`config.mk`:
```
export PLATFORM = sky130hd
export DESIGN_NAME = fft_peak_detect
export DESIGN_NICKNAME = d
export VERILOG_FILES = /design/src/rtl/fft_peak_detect.sv
export SDC_FILE = /design/constraint.sdc
export NUM_CORES = 1
export LEC_CHECK = 0
export CORE_UTILIZATION = 27
export DETAILED_ROUTE_END_ITERATION = 7
export PLACE_DENSITY_LB_ADDON = 0.2
export SYNTH_ARGS = -nofsm -noshare
export SYNTH_HDL_FRONTEND = slang
export SYNTH_SLANG_ARGS = --single-unit
```
`constraint.sdc`:
```
create_clock -name clk -period 3.6 [get_ports clk]
set_clock_uncertainty 0.1 [all_clocks]
set_input_delay 0.36 -clock clk [delete_from_list [all_inputs] [get_ports clk]]
set_output_delay 0.36 -clock clk [all_outputs]
set_load 0.02 [all_outputs]
```
`src/rtl/fft_peak_detect.sv`:
```
// Peak search over a serialized 8-bin FFT frame using |re|+|im| magnitudes.
// Reports one peak per complete frame and flags broken index sequences.
module fft_peak_detect #(
    parameter int             WIDTH   = 16,
    parameter bit             SKIP_DC = 1'b1,
    parameter logic [WIDTH:0] THRESH  = '0
) (
    input  logic             clk,
    input  logic             rst,
    input  logic [WIDTH-1:0] in_re,
    input  logic [WIDTH-1:0] in_im,
    input  logic [2:0]       in_index,
    output logic [2:0]       peak_index,
    output logic [WIDTH:0]   peak_mag,
    output logic             above_thresh,
    output logic             peak_valid,
    output logic             frame_err
);

    typedef enum logic {SYNC, RUN} state_t;

    state_t         state, state_d;
    logic [WIDTH:0] ext_re, ext_im, abs_re, abs_im;
    logic [WIDTH:0] s1_abs_re, s1_abs_im, mag;
    logic [2:0]     s1_index;
    logic           s1_valid;

    logic [2:0]     exp_idx, exp_idx_d;
    logic [WIDTH:0] max_mag, max_mag_d, start_mag, best_mag;
    logic [2:0]     max_idx, max_idx_d, best_idx;
    logic [2:0]     peak_index_d;
    logic [WIDTH:0] peak_mag_d;
    logic           above_d, valid_d, err_d, start;

    // sign-extend one bit so that |-2^(WIDTH-1)| is representable
    assign ext_re = {in_re[WIDTH-1], in_re};
    assign ext_im = {in_im[WIDTH-1], in_im};
    assign abs_re = ext_re[WIDTH] ? -ext_re : ext_re;
    assign abs_im = ext_im[WIDTH] ? -ext_im : ext_im;

    always_ff @(posedge clk or negedge rst) begin
        if (!rst) begin
            s1_abs_re <= '0;
            s1_abs_im <= '0;
            s1_index  <= '0;
            s1_valid  <= 1'b0;
        end else begin
            s1_abs_re <= abs_re;
            s1_abs_im <= abs_im;
            s1_index  <= in_index;
            s1_valid  <= 1'b1;
        end
    end

    assign mag       = s1_abs_re + s1_abs_im;
    assign start_mag = SKIP_DC ? '0 : mag;
    assign best_mag  = (mag > max_mag) ? mag : max_mag;
    assign best_idx  = (mag > max_mag) ? s1_index : max_idx;

    always_comb begin
        state_d      = state;
        exp_idx_d    = exp_idx;
        max_mag_d    = max_mag;
        max_idx_d    = max_idx;
        peak_index_d = peak_index;
        peak_mag_d   = peak_mag;
        above_d      = above_thresh;
        valid_d      = 1'b0;
        err_d        = 1'b0;
        start        = 1'b0;
        if (s1_valid) begin
            unique case (state)
                SYNC: start = (s1_index == 3'd0);
                RUN: begin
                    if (s1_index != exp_idx) begin
                        err_d = 1'b1;
                        start = (s1_index == 3'd0);
                        if (s1_index != 3'd0)
                            state_d = SYNC;
                    end else if (s1_index == 3'd0) begin
                        start = 1'b1;
                    end else begin
                        max_mag_d = best_mag;
                        max_idx_d = best_idx;
                        exp_idx_d = exp_idx + 3'd1;
                        if (s1_index == 3'd7) begin
                            peak_index_d = best_idx;
                            peak_mag_d   = best_mag;
                            above_d      = (best_mag >= THRESH);
                            valid_d      = 1'b1;
                        end
                    end
                end
                default: state_d = SYNC;
            endcase
        end
        if (start) begin
            state_d   = RUN;
            exp_idx_d = 3'd1;
            max_mag_d = start_mag;
            max_idx_d = 3'd0;
        end
    end

    always_ff @(posedge clk or negedge rst) begin
        if (!rst) begin
            state        <= SYNC;
            exp_idx      <= '0;
            max_mag      <= '0;
            max_idx      <= '0;
            peak_index   <= '0;
            peak_mag     <= '0;
            above_thresh <= 1'b0;
            peak_valid   <= 1'b0;
            frame_err    <= 1'b0;
        end else begin
            state        <= state_d;
            exp_idx      <= exp_idx_d;
            max_mag      <= max_mag_d;
            max_idx      <= max_idx_d;
            peak_index   <= peak_index_d;
            peak_mag     <= peak_mag_d;
            above_thresh <= above_d;
            peak_valid   <= valid_d;
            frame_err    <= err_d;
        end
    end

endmodule
```
Yosys cells after proc, flatten, opt, wreduce, memory -nomap -nowiden --
Index checks and enable logic that the tools add are counted. Widths: inputs -> output; s select.
Word-level totals: bits in registers 85, bits of input ports 37
Operators by class: add/sub/neg operators 4, magnitude comparators 2, equal/unequal tests 4, multiplexer cells 36, bitwise logic cells 3, reduce and logical (&&, ||, !) cells 6
Operator list (count):
- $mux 17 | 8
- $neg 17->17 | 2
- $mux 3 | 11
- $add 17x17->17 | 1
- $ge 17x1->1 const B | 1
- $gt 17x17->1 | 1
- $mux 1 | 16
- $reduce_and 5->1 | 1
- $ne 2x2->1 const B | 2
- $reduce_and 4->1 | 1
- $reduce_bool 2->1 | 2
- $add 3x1->3 const B | 1
- $eq 3x3->1 const B | 1
- $logic_not 3->1 | 1
- $ne 3x3->1 | 1
- $not 1->1 | 3
- $reduce_bool 3->1 | 1
- $pmux 1 s2 | 1

Logic depth before layout (Yosys ltp) --
depth after elaboration 8, gate-level depth with buffers 18, depth with buffers taken out 16

Worst setup path before layout --
Ideal clock, no wire load.
path kind reg2reg, start register s1_abs_re[0], end register max_mag[8], setup time 121 ps, data arrival time 3462 ps, required time 3379 ps, setup slack -83 ps, stages on the path, launching flop included 17, path buffers 1, clock period less this slack 3683 ps, cell sequence dfrtp_1 > ha_1 > inv_1 > fa_1 > nand2b_1 > a21o_1 > a21boi_0 > nor4_1 > nor3_1 > ha_1 > a211oi_2 > nor2_1 > nor4_4 > a21bo_2 > nor3b_4 > buf_6 > a22o_1
Between the ends: longest elaborated chain between the ends 8
RTL lines:
- from (decl) | line 24 | logic [WIDTH:0] s1_abs_re, s1_abs_im, mag;
- from (signal assigned) | line 48 | s1_abs_re <= abs_re;
- $add 17x17->17 (*) | line 55 | assign mag = s1_abs_re + s1_abs_im;
- $gt 17x17->1 | line 57 | assign best_mag = (mag > max_mag) ? mag : max_mag;
- $mux 17 (*) | line 57
- $mux 17 (*) | line 80 | end else if (s1_index == 3'd0) begin
- $mux 17 (*) | line 75 | if (s1_index != exp_idx) begin
- $mux 17 (*) | line 72 | unique case (state)
- $mux 17 (*) | line 71 | if (s1_valid) begin
- $mux 17 (*) | line 97 | if (start) begin
- to (signal assigned) | line 119 | max_mag <= max_mag_d;
- to (decl) | line 29 | logic [WIDTH:0] max_mag, max_mag_d, start_mag, best_mag;
Every way passes the cells marked *; elsewhere a longest branch is shown, timed or not. The select of a mux whose other input is x is not followed. A chain may end at the register's enable or synchronous reset.

Final worst setup path --
start register s1_abs_im[0], end register max_mag[5]
Between the ends: longest elaborated chain between the ends 8
RTL lines:
- from (decl) | line 24
- from (signal assigned) | line 49 | s1_abs_im <= abs_im;
- $add 17x17->17 (*) | line 55
- $gt 17x17->1 | line 57
- $mux 17 (*) | line 57
- $mux 17 (*) | line 80
- $mux 17 (*) | line 75
- $mux 17 (*) | line 72
- $mux 17 (*) | line 71
- $mux 17 (*) | line 97
Marks and branches as above.

==> results.json <==
{
  "outcome": "finished, violations left",
  "violations": "setup timing",
  "multiInputGateArea_um2": 2761,
  "netlist_area_um2": 4888,
  "pre_cts_ws_ns": -0.4467,
  "ys_seq_area_frac": 0.4351,
  "synth_area_per_cell_um2": 9.997,
  "numCtsBuffers": 9,
  "crit_buf_inv": 4,
  "cp-start-kind": "flop",
  "grt_start_max_net_pins": 86,
  "ys.warnings.count": 0,
  "setup_viol": 34,
  "synthTopCellsByCount": "dfrtp_1, nand2_1, ha_1",
  "p_sw_w": 0.001161,
  "ys_ff_latch": 85,
  "cp.depth": 18,
  "swShare": 0.3337,
  "worst-path-max-fanout": 6,
  "numClockSinks": 85,
  "synthTopCellsByArea": "dfrtp_1, ha_1, xnor2_1",
  "setup.worst_path.end_class": "flop",
  "areaGrowthSynthToFinish_pct": 36.17,
  "drtAntennaViolNets": 0,
  "hold_viol": 0,
  "grt_usage": 0.1350,
  "drtPass1Iterations": 4,
  "remaining_drc_errors": 0,
  "crit_slowest_cell": "dfrtp_1",
  "diodes": 0,
  "insertion_delay_ns": 0.35,
  "yosysMostFrequentCell": "dfrtp_1",
  "io_buffers": 59,
  "synth-edff-count": 0,
  "cts_buffer_depth": 2,
  "maxCapViolCount": 0,
  "crit_family": "compound AO/OA/AOI/OAI gates",
  "power_frac_clock": 0.272,
  "p_leak_nw": 2.882,
  "vias": 3893,
  "stdcell_area_um2": 6656,
  "die_area_um2": 18650,
  "worst_pin_slew_ns": 1.050,
  "rsz0062_at_grt": "yes",
  "max_clock_freq_mhz": 268.5,
  "crit_type": "flop to flop",
  "syn_inst": 489,
  "fp-row-count": 48,
  "grt-ovfl-total": 0,
  "cts_root_buf": "clkbuf_16",
  "fin_ws_ns": -0.1239,
  "cpMostUsedCell": "buf_4",
  "io-pin-count": 60,
  "die_y_um": 136.6,
  "worstRegToRegCells": 18,
  "arrival_ns": 3.86,
  "fin_crit_ns": 3.724,
  "hpwl_mm": 8.462,
  "layout-drive-gt1-share": 0.1970,
  "ys_types": 59,
  "routedWlPerCell_um": 13.86,
  "slew_violations": 0,
  "wl_mm": 11.49,
  "initial_core_util": 0.2797,
  "grt_pass1_vias": 4013,
  "min_path_type": "input pin to async pin",
  "htreeDepth": 3,
  "comb_power_share": 0.418,
  "die_width_um": 136.6,
  "drt_iter0_drc": 173,
  "critPathMaxStageDelay_ns": 0.34,
  "place_area_um2": 5984,
  "fin_crit_sh": 1.034,
  "cts_tree": "yes",
  "core_area_um2": 17480,
  "path_clk_slew_ns": 0.07,
  "antenna_found_initial": 0,
  "yosysTopAreaCellShare": 0.4351,
  "ys.flop_type": "dfrtp_1",
  "slew_headroom": 0.3003,
  "power.density_nw_per_um2": 522.8,
  "fill_cells": 1728,
  "p_int_w": 0.002319,
  "nets": 674,
  "seq_power_share": 0.310,
  "fin_setup_tns_ns": -2.812,
  "whs_ns": 0.1002,
  "ys_async_sr_fraction": 1.000,
  "regArea_um2": 2127,
  "path_cells": "ha_2 > inv_2 > fa_2 > nand2b_4 > a21o_1 > a21boi_2 > buf_4 > nor2_2 > xnor2_2 > ha_1 > a21oi_2 > nor3_4 > nor4_4 > buf_4 > a21bo_4 > nor3b_4 > buf_6 > a22o_1",
  "yosys.area.top_type": "dfrtp_1",
  "required_ns": 3.73,
  "place.gp.congestion": 0.8425,
  "vias_per_cell": 4.696,
  "grt_first_pass_wirelength_mm": 19.32,
  "ir_worst_vdd_mv": 0.2808
}
layout by cell type, fill, tap and decap left out, types with 9 or more instances in the layout:
| cell type | instances |
|---|---|
| dfrtp_1 | 85 |
| clkdlybuf4s50_1 | 58 |
| nand2_1 | 52 |
| buf_4 | 42 |
| inv_1 | 33 |
| xnor2_1 | 33 |
| ha_1 | 32 |
| a22o_1 | 22 |
| a21oi_1 | 20 |
| o21ai_0 | 19 |
| o21ai_1 | 16 |
| nor2_1 | 15 |
| a21o_1 | 11 |
| buf_6 | 11 |
| nand2b_1 | 10 |
| mux2i_1 | 9 |
| clkbuf_16 | 9 |
flip-flops by register name, summed over array words and instances (netlist names):
name,count
peak_mag,17
max_idx,3
s1_valid,1
s1_abs_im,17
s1_index,3
peak_index,3
state,1
above_thresh,1
frame_err,1
peak_valid,1
exp_idx,3
s1_abs_re,17
max_mag,17
timing repair:
| action | CTS | global route |
|---|---|---|
| endpoints found under the setup margin | 40 | 40 |
| gates resized for setup | 45 | 25 |
| gates cloned | 2 | 1 |
| hold buffers | 0 | 0 |
| pin swaps | 32 | 12 |
| buffers inserted | 10 | 3 |
through the flow:
stage	utilization	std cells	power, W
floorplan	-	490	0.001817
global placement	0.3424	798	0.002287
detailed placement	0.3424	798	0.002307
CTS	0.3740	825	0.003451
global route	0.3809	829	0.003722
finish	0.3809	829	0.003480
cell families (layout without fill, tap and decap cells):
group | Yosys count | count (layout) | share of synthesized area
DFF | 85 | 85 | 0.4351
and+or+nand+nor | 134 | 134 | 0.1428
other | 2 | 3 | 0.001536
xor gates and xnor gates | 43 | 43 | 0.07704
AOI/OAI and AO/OA | 128 | 128 | 0.1787
adders and majority gates | 37 | 37 | 0.09624
muxes | 12 | 12 | 0.02457
buffers and inverters | 48 | 162 | 0.04402
layout make-up:
| type | count | share of cell area |
|---|---|---|
| Clock buffer | 10 | 0.03590 |
| Clock inverter | 5 | 0.009023 |
| Inverter | 34 | 0.01917 |
| Multi-Input combinational cell | 357 | 0.4149 |
| Sequential cell | 85 | 0.3195 |
| Tap cell | 225 | 0.04229 |
| Timing Repair Buffer | 113 | 0.1592 |
metal layers:
| layer | GRT usage | vias up | wire [um] |
|---|---|---|---|
| met3 | 0.03259 | 10 | 487 |
| met5 | 0 | - | 0 |
| met4 | 0.04815 | 0 | 149 |
| met2 | 0.2242 | 92 | 5413 |
| met1 | 0.1699 | 1833 | 5441 |
| li1 | - | 1958 | - |
worst register-to-register path: stages (launching register included):
cell and delay, ns:
dfrtp_1 0.34, ha_2 0.18, inv_2 0.04, fa_2 0.34, nand2b_4 0.16, a21o_1 0.19, a21boi_2 0.15, buf_4 0.12
nor2_2 0.04, xnor2_2 0.22, ha_1 0.29, a21oi_2 0.20, nor3_4 0.07, nor4_4 0.30, buf_4 0.18, a21bo_4 0.22
nor3b_4 0.17, buf_6 0.14, a22o_1 0.18
power by group through the flow:
| stage | Clock (W) | Combinational (W) | Sequential (W) |
|---|---|---|---|
| floorplan | 0 | 0.000716 | 0.00110 |
| global placement | 0 | 0.00119 | 0.00109 |
| detailed placement | 0 | 0.00121 | 0.00110 |
| CTS | 0.000981 | 0.00139 | 0.00108 |
| global route | 0.00104 | 0.00160 | 0.00109 |
| finish | 0.000946 | 0.00146 | 0.00108 |
path summary, 6_finish.rpt:
check / startpoint / to / slack, ns
setup / recovery: s1_abs_im[0]$_DFF_PN0_ / max_mag[5]$_DFFE_PN0P_ / -0.12
max in group asynchronous: rst / s1_abs_im[14]$_DFF_PN0_ / 2.63
hold reg to reg: above_thresh$_DFFE_PN0P_ / above_thresh$_DFFE_PN0P_ / 0.37
setup reg to reg: s1_abs_im[0]$_DFF_PN0_ / max_mag[5]$_DFFE_PN0P_ / -0.12
hold / removal: rst / peak_index[1]$_DFFE_PN0P_ / 0.10
min in group clk: in_index[0] / s1_index[0]$_DFF_PN0_ / 0.36
Note: power is estimated with default switching activity, not from simulation.
